**src/rtl/iomem_pkg.sv**
```systemverilog
// Shared types and constants for the iomem bus controller and its slot decoder.
package iomem_pkg;

    typedef enum logic [1:0] {
        IDLE   = 2'd0,
        ACCESS = 2'd1,
        RESP   = 2'd2
    } state_e;

    localparam logic [31:0] UNMAPPED_RDATA = 32'h0000_0000;
    localparam logic [31:0] TIMEOUT_RDATA  = 32'hFFFF_FFFF;

    // Width of a slot index; a single slot still needs one bit.
    function automatic int slot_idx_w(input int nslots);
        return (nslots > 1) ? $clog2(nslots) : 1;
    endfunction

endpackage

```
**src/rtl/iomem_bus_ctrl_if.sv**
```systemverilog
// picosoc iomem master port plus the per-slot peripheral request/response bundle.
interface iomem_bus_ctrl_if #(
    parameter int NSLOTS = 4
);
    logic                   iomem_valid;
    logic [3:0]             iomem_wstrb;
    logic [31:0]            iomem_addr;
    logic [31:0]            iomem_wdata;
    logic                   iomem_ready;
    logic [31:0]            iomem_rdata;
    logic [NSLOTS-1:0]      s_valid;
    logic [3:0]             s_wstrb;
    logic [31:0]            s_addr;
    logic [31:0]            s_wdata;
    logic [NSLOTS-1:0]      s_ready;
    logic [32*NSLOTS-1:0]   s_rdata;

    // Controller view: slave to the CPU, master to the peripherals.
    modport slave (
        input  iomem_valid, iomem_wstrb, iomem_addr, iomem_wdata, s_ready, s_rdata,
        output iomem_ready, iomem_rdata, s_valid, s_wstrb, s_addr, s_wdata
    );

    modport master (
        output iomem_valid, iomem_wstrb, iomem_addr, iomem_wdata, s_ready, s_rdata,
        input  iomem_ready, iomem_rdata, s_valid, s_wstrb, s_addr, s_wdata
    );
endinterface

```
**src/rtl/iomem_slot_decode.sv**
```systemverilog
// Combinational slot decode: slot i owns the 16 MB window addr[31:24] == BASE_HI + i.
module iomem_slot_decode #(
    parameter int          NSLOTS  = 4,
    parameter logic [7:0]  BASE_HI = 8'h03
) (
    input  logic [7:0]        addr_hi,
    output logic [NSLOTS-1:0] hit,
    output logic              miss
);

    // One-hot hit vector; windows wrap modulo 256 like the address byte itself.
    always_comb begin
        hit = {NSLOTS{1'b0}};
        for (int i = 0; i < NSLOTS; i++) begin
            hit[i] = (addr_hi == 8'(BASE_HI + i));
        end
        miss = (hit == {NSLOTS{1'b0}});
    end

endmodule

```
**src/rtl/iomem_bus_ctrl.sv**
```systemverilog
// Registered iomem bus controller: one outstanding transaction routed to one slot.
// Optional hung-slot timeout is enabled by defining IOMEM_TIMEOUT_EN.
module iomem_bus_ctrl
    import iomem_pkg::*;
#(
    parameter int          NSLOTS  = 4,
    parameter logic [7:0]  BASE_HI = 8'h03,
    parameter int          TIMEOUT = 255
) (
    input  logic             clk,
    input  logic             resetn,
    iomem_bus_ctrl_if.slave  bus,
    output logic             err,
    input  logic             err_clr
);

    localparam int          IW       = slot_idx_w(NSLOTS);
    localparam logic [7:0]  TMO_LAST = 8'(TIMEOUT - 1);

    state_e              state_r, state_nxt_s;
    logic [NSLOTS-1:0]   hit_s;
    logic                miss_s;
    logic [IW-1:0]       hit_idx_s;
    logic [IW-1:0]       slot_r;
    logic [NSLOTS-1:0]   s_valid_r;
    logic [3:0]          s_wstrb_r;
    logic [31:0]         s_addr_r;
    logic [31:0]         s_wdata_r;
    logic [31:0]         rdata_r;
    logic                ready_r;
    logic                err_r;
    logic                err_set_s;
    logic                slot_ready_s;
    logic [31:0]         slot_rdata_s;
    logic                tmo_s;

    iomem_slot_decode #(
        .NSLOTS  (NSLOTS),
        .BASE_HI (BASE_HI)
    ) u_decode (
        .addr_hi (bus.iomem_addr[31:24]),
        .hit     (hit_s),
        .miss    (miss_s)
    );

    // Encode the hit vector and select the active slot's ready and read data.
    always_comb begin
        hit_idx_s    = {IW{1'b0}};
        slot_rdata_s = 32'h0000_0000;
        for (int i = 0; i < NSLOTS; i++) begin
            hit_idx_s    = hit_idx_s | (IW'(i) & {IW{hit_s[i]}});
            slot_rdata_s = slot_rdata_s | (bus.s_rdata[32*i +: 32] & {32{slot_r == IW'(i)}});
        end
        slot_ready_s = |(bus.s_ready & s_valid_r);
    end

`ifdef IOMEM_TIMEOUT_EN
    logic [7:0] cnt_r;

    // Counts ACCESS cycles; held at zero elsewhere so each access starts fresh.
    always_ff @(posedge clk or negedge resetn) begin
        if (!resetn) begin
            cnt_r <= 8'h00;
        end else if (state_r == ACCESS) begin
            cnt_r <= cnt_r + 8'h01;
        end else begin
            cnt_r <= 8'h00;
        end
    end

    assign tmo_s = (cnt_r == TMO_LAST);
`else
    logic [7:0] unused_tmo_s;
    assign unused_tmo_s = TMO_LAST;
    assign tmo_s        = 1'b0;
`endif

    // State register.
    always_ff @(posedge clk or negedge resetn) begin
        if (!resetn) begin
            state_r <= IDLE;
        end else begin
            state_r <= state_nxt_s;
        end
    end

    // Next state and error-set strobe; slot ready beats an expiring timeout.
    always_comb begin
        state_nxt_s = state_r;
        err_set_s   = 1'b0;
        case (state_r)
            IDLE: begin
                if (bus.iomem_valid) begin
                    if (miss_s) begin
                        state_nxt_s = RESP;
                        err_set_s   = 1'b1;
                    end else begin
                        state_nxt_s = ACCESS;
                    end
                end else begin
                    state_nxt_s = IDLE;
                end
            end
            ACCESS: begin
                if (slot_ready_s) begin
                    state_nxt_s = RESP;
                end else if (tmo_s) begin
                    state_nxt_s = RESP;
                    err_set_s   = 1'b1;
                end else begin
                    state_nxt_s = ACCESS;
                end
            end
            RESP:    state_nxt_s = IDLE;
            default: state_nxt_s = IDLE;
        endcase
    end

    // Request capture, slot strobe, response data and the one-cycle ready pulse.
    always_ff @(posedge clk or negedge resetn) begin
        if (!resetn) begin
            slot_r    <= {IW{1'b0}};
            s_valid_r <= {NSLOTS{1'b0}};
            s_wstrb_r <= 4'h0;
            s_addr_r  <= 32'h0000_0000;
            s_wdata_r <= 32'h0000_0000;
            rdata_r   <= 32'h0000_0000;
            ready_r   <= 1'b0;
        end else begin
            ready_r <= 1'b0;
            case (state_r)
                IDLE: begin
                    if (bus.iomem_valid) begin
                        s_addr_r  <= bus.iomem_addr;
                        s_wdata_r <= bus.iomem_wdata;
                        s_wstrb_r <= bus.iomem_wstrb;
                        slot_r    <= hit_idx_s;
                        s_valid_r <= hit_s;
                        if (miss_s) begin
                            rdata_r <= UNMAPPED_RDATA;
                            ready_r <= 1'b1;
                        end
                    end
                end
                ACCESS: begin
                    if (slot_ready_s) begin
                        s_valid_r <= {NSLOTS{1'b0}};
                        rdata_r   <= (s_wstrb_r == 4'h0) ? slot_rdata_s : 32'h0000_0000;
                        ready_r   <= 1'b1;
                    end else if (tmo_s) begin
                        s_valid_r <= {NSLOTS{1'b0}};
                        rdata_r   <= TIMEOUT_RDATA;
                        ready_r   <= 1'b1;
                    end
                end
                default: ready_r <= 1'b0;
            endcase
        end
    end

    // Sticky error flag; a new error in the same cycle beats the clear.
    always_ff @(posedge clk or negedge resetn) begin
        if (!resetn) begin
            err_r <= 1'b0;
        end else if (err_set_s) begin
            err_r <= 1'b1;
        end else if (err_clr) begin
            err_r <= 1'b0;
        end
    end

    assign bus.iomem_ready = ready_r;
    assign bus.iomem_rdata = rdata_r;
    assign bus.s_valid     = s_valid_r;
    assign bus.s_wstrb     = s_wstrb_r;
    assign bus.s_addr      = s_addr_r;
    assign bus.s_wdata     = s_wdata_r;
    assign err             = err_r;

endmodule

```
**src/flat_wrapper.sv**
```systemverilog
// flat-port wrapper written by rule: the top's interface ports become plain ports
module iomem_bus_ctrl_flat import iomem_pkg::*;
#(
    parameter int          NSLOTS  = 4,
    parameter logic [7:0]  BASE_HI = 8'h03,
    parameter int          TIMEOUT = 255
)
  (clk, resetn, err, err_clr, bus_iomem_valid, bus_iomem_wstrb, bus_iomem_addr, bus_iomem_wdata, bus_s_ready, bus_s_rdata, bus_iomem_ready, bus_iomem_rdata, bus_s_valid, bus_s_wstrb, bus_s_addr, bus_s_wdata);
  iomem_bus_ctrl_if #(.NSLOTS(NSLOTS)) bus_i ();
  input  logic clk;
  input  logic resetn;
  output logic err;
  input  logic err_clr;
  input wire logic [$bits(bus_i.iomem_valid)-1:0] bus_iomem_valid;
  input wire logic [$bits(bus_i.iomem_wstrb)-1:0] bus_iomem_wstrb;
  input wire logic [$bits(bus_i.iomem_addr)-1:0] bus_iomem_addr;
  input wire logic [$bits(bus_i.iomem_wdata)-1:0] bus_iomem_wdata;
  input wire logic [$bits(bus_i.s_ready)-1:0] bus_s_ready;
  input wire logic [$bits(bus_i.s_rdata)-1:0] bus_s_rdata;
  output wire logic [$bits(bus_i.iomem_ready)-1:0] bus_iomem_ready;
  output wire logic [$bits(bus_i.iomem_rdata)-1:0] bus_iomem_rdata;
  output wire logic [$bits(bus_i.s_valid)-1:0] bus_s_valid;
  output wire logic [$bits(bus_i.s_wstrb)-1:0] bus_s_wstrb;
  output wire logic [$bits(bus_i.s_addr)-1:0] bus_s_addr;
  output wire logic [$bits(bus_i.s_wdata)-1:0] bus_s_wdata;
  assign bus_i.iomem_valid = bus_iomem_valid;
  assign bus_i.iomem_wstrb = bus_iomem_wstrb;
  assign bus_i.iomem_addr = bus_iomem_addr;
  assign bus_i.iomem_wdata = bus_iomem_wdata;
  assign bus_i.s_ready = bus_s_ready;
  assign bus_i.s_rdata = bus_s_rdata;
  assign bus_iomem_ready = bus_i.iomem_ready;
  assign bus_iomem_rdata = bus_i.iomem_rdata;
  assign bus_s_valid = bus_i.s_valid;
  assign bus_s_wstrb = bus_i.s_wstrb;
  assign bus_s_addr = bus_i.s_addr;
  assign bus_s_wdata = bus_i.s_wdata;
  iomem_bus_ctrl #(.NSLOTS(NSLOTS), .BASE_HI(BASE_HI), .TIMEOUT(TIMEOUT)) u_core (.clk(clk), .resetn(resetn), .bus(bus_i), .err(err), .err_clr(err_clr));
endmodule
```
**config.mk**
```make
export PLATFORM = sky130hd
export DESIGN_NAME = iomem_bus_ctrl_flat
export DESIGN_NICKNAME = d
export VERILOG_FILES = /design/src/rtl/iomem_pkg.sv /design/src/rtl/iomem_bus_ctrl_if.sv /design/src/rtl/iomem_slot_decode.sv /design/src/rtl/iomem_bus_ctrl.sv /design/src/flat_wrapper.sv
export SDC_FILE = /design/constraint.sdc
export NUM_CORES = 1
export LEC_CHECK = 0
export CORE_UTILIZATION = 34
export CTS_CLUSTER_SIZE = 12
export DETAILED_ROUTE_END_ITERATION = 8
export GPL_ROUTABILITY_DRIVEN = 0
export PLACE_DENSITY = 0.84
export SKIP_CTS_REPAIR_TIMING = 1
export SYNTH_ARGS = -nofsm -noshare
export SYNTH_HDL_FRONTEND = slang
export SYNTH_SLANG_ARGS = --single-unit
```
**constraint.sdc**
```tcl
create_clock -name clk -period 2.1 [get_ports clk]
set_input_delay 0.42 -clock clk [delete_from_list [all_inputs] [get_ports clk]]
set_output_delay 0.42 -clock clk [all_outputs]
set_load 0.02 [all_outputs]
```
==> results.md <==
* Synthesized area per cell at about 11 um^2
* Clk sinks at 109
* Max clock buf depth at 2
* Maximum VDD drop at ~0.44 mV
* Worst Skew at between 10 and 15 ps
* Failing checks: DRC
* Reg2reg end: u_core.bus.iomem_rdata[11]
* Critical path type: input port to flip-flop
* Final #Nets at around 1000
* Row cnt at 44
* Post-synthesis simple-gate area fraction at between 20 and 25%
* Post-Synth Adder-Cell Area at 0%
* Setup slack after layout at 143 ps
* Vias in the first global route at 4988
* Share of the clock period used by the worst path at between 90 and 100%
* Final Max Slew Viols at 0
* Drt wl/cell at between 15 and 20 um
* Die Span Y at 125 um
* Area of placed instances at roughly 8600 um^2
* Combinational share of power at 28.8%
* N_diodes at 0
* Worst skew pair latency at about 340 ps
* CTS root buf: clkbuf_16
* Hold crit path type: input port to flip-flop
* Setup violations, final at 0
* Final hold viol count at 0
* Die width at 125 um
* Max Cap Violations at 0
* Clock power share at a little under 30%
* Compound-Gate Fraction of Synth Area at under 10%
* Synth Register Bits at about 110
* Post-synth EDFFs at 0
* Seq pwr share at a little over two fifths
* First-pass iteration count of the detailed router at 7
* End of the worst hold path: u_core.bus.s_addr[29]
* # IOs at between 300 and 400
* Largest net degree at the start of global routing at 51
* GR Overflow Total at 0
* Post-synthesis cell count at between 400 and 500
* Slew HR at 77.2%
* Power per Cell Area at 646 nW/um^2
* Sequential-to-total area share from yosys stat at between 50% and 60%
* Run status: finished with violations
* Layer with the highest usage: met2
* Pre-CTS setup slack at -371 ps
* Worst Path Required at ~2300 ps
* Mapped cell area at 5170 um^2
* Synth warn at 0
* First-pass GRT wire length at about 27000 um
* Clk slew on worst S/H paths at around 70 ps
* WP data arrival at ~2200 ps
* Yosys cell types at 34
* Setup tns final at 0 ps
* Core Util, Final at between 60% and 70%
* Top post-synthesis cells by area: dfrtp_1, nand2_1, mux4_2, mux2_1, and3_1
* WL final at roughly 17000 um
* Post-layout instance area at between 9000 and 10000 um^2
* FF-to-FF Start: u_core.slot_r[0]
* Dpl hpwl at about 13000 um
* Met2 usage at 40.2%
* Crit Path Max Fanout at 8
* Switch Pwr at 1.65 mW
* Placed insts at 961
* Design Power at roughly 5.8 mW
* CTS tree: yes
* Std-Cell Core Area at 14700 um^2
* Share of layout cells above drive strength 1 at around 11%
* Reg2Reg Depth at 4
* Mux contribution to synthesized area at a little over a fifth
* Final non-filler cell total at around 1000
* Area grow syn2layout at 74.8%
* Initial Utilization at 35.2%
* Fraction of registers with async set/reset at between 90% and 100%
* Largest family of logic cells by synthesized area: multiplexers
* Vias per cell at 4.81
* Hold Path Origin: bus_iomem_addr[29]
* Crit path time final at between 1500 and 2000 ps
* Slew @ Worst Pin at 340 ps
* Switching part of the total power at 28.3%
* M1 GR Usage at 25.0%
* Synth Area in XOR/XNOR at less than 1%
* Initial antenna violation count at 0
* ANT nets after route at 0
* Vias post-DR at about 4700
* Mapped Nets at approximately 680
* R2R setup slack at 300 ps
* CTS buffer count at 9
* Port-buffer cells at 309
* Htree depth at 3
* Hold Path Stages at 3
* Worst setup SP type: input port
* Number of remaining DRC errors at 23
* Share of the synthesized area in the top cell type at roughly 53%
* P_int at approximately 4.2 mW
* GRT Total Usage at 22.0%
* CP Capture Type: flip-flop
* Main synth FF type: dfrtp_1
* Yosys top cell by area: dfrtp_1
* Die area at roughly 16000 um^2
* F_max at 511 MHz
* LEAKAGE at roughly 4.2 nW
* Worst hold margin at 324 ps
* Initial drt markers at 255
* RSZ-0062 raised after global routing: false
* Met3 usage at between 5 and 6%
-- cell usage after synthesis, drive strengths merged, types with 2 or more instances --
library cell  number
nand3              2
a22o               3
nand2            205
mux2              32
inv                4
o21ai              4
mux4              32
dfrtp            109
and3              33
clkbuf            24
nor3               3
buf                9
-- final cells by class --
type,instances,area (um^2)
clock buffer,11,243
clock inverter,5,57.6
fill,1217,5660
inverter,4,15.0
multi-input combinational,333,2320
sequential,109,2730
tap,184,230
timing repair buffer,337,3440
-- cell families after synthesis --
logic type | after synthesis
compound gates | 15
buf+inv | 37
flops | 109
xor+xnor | 2
mux | 64
simple gates | 252
-- how the worst max path moves through the flow --
stage	depth (start not counted)	from	endpoint	slack [ps]
floorplan	5	u_core.slot_r[0]	u_core.bus.iomem_rdata[10]	120
global placement	7	bus_iomem_addr[30]	u_core.bus.iomem_rdata[8]	-350
detailed placement	7	bus_iomem_addr[30]	u_core.bus.iomem_rdata[4]	-370
CTS	7	bus_iomem_addr[30]	u_core.bus.iomem_rdata[4]	-10
global route	7	bus_iomem_addr[26]	u_core.bus.iomem_rdata[29]	90
finish	7	bus_iomem_addr[25]	u_core.bus.iomem_rdata[24]	140
-- worst max-delay path, cell delays in order --
cell             delay, ps
clkdlybuf4s50_1        520
a21bo_2                150
a211oi_2                60
buf_4                  150
o21ai_4                310
clkbuf_16              230
mux2_1                 320
-- power groups by stage --
stage | clock network (mW) | registers, mW | logic, mW
detailed placement | 0 | 2.48 | 1.67
global placement | 0 | 2.47 | 1.64
floorplan | 0 | 2.74 | 0.359
CTS | 1.78 | 2.44 | 1.68
global route | 1.86 | 2.47 | 1.80
finish | 1.72 | 2.44 | 1.68
-- flip-flops by register name (all words and copies together) (netlist names) --
register,count
u_core.bus.s_addr,32
u_core.bus.s_wdata,32
u_core.bus.iomem_rdata,32
u_core.slot_r,2
u_core.state_r,1
u_core.bus.s_valid,4
u_core.err,1
u_core.bus.iomem_ready,1
u_core.bus.s_wstrb,4
-- metal layers --
metal	routed length [um]	vias up
met1	6440	2304
li1	-	2241
met5	0	-
met3	1340	10
met2	9320	176
met4	171	0
-- cell usage in the layout, fill, tap and decap left out, types with 2 or more instances in the layout --
cell             Yosys  layout
mux4_2              32      32
mux2_1              32      32
nor3_1               3       3
nand2_1            205     205
clkbuf_16            0      11
buf_4                0      18
clkinv_2             0       2
buf_12               0       7
clkdlybuf4s50_1      0     304
dfrtp_1            109     108
and3_1              33      33
dlymetal6s2s_1       0       4
inv_1                4       4
a22o_1               3       3
Power figures use the tool's default switching activity.
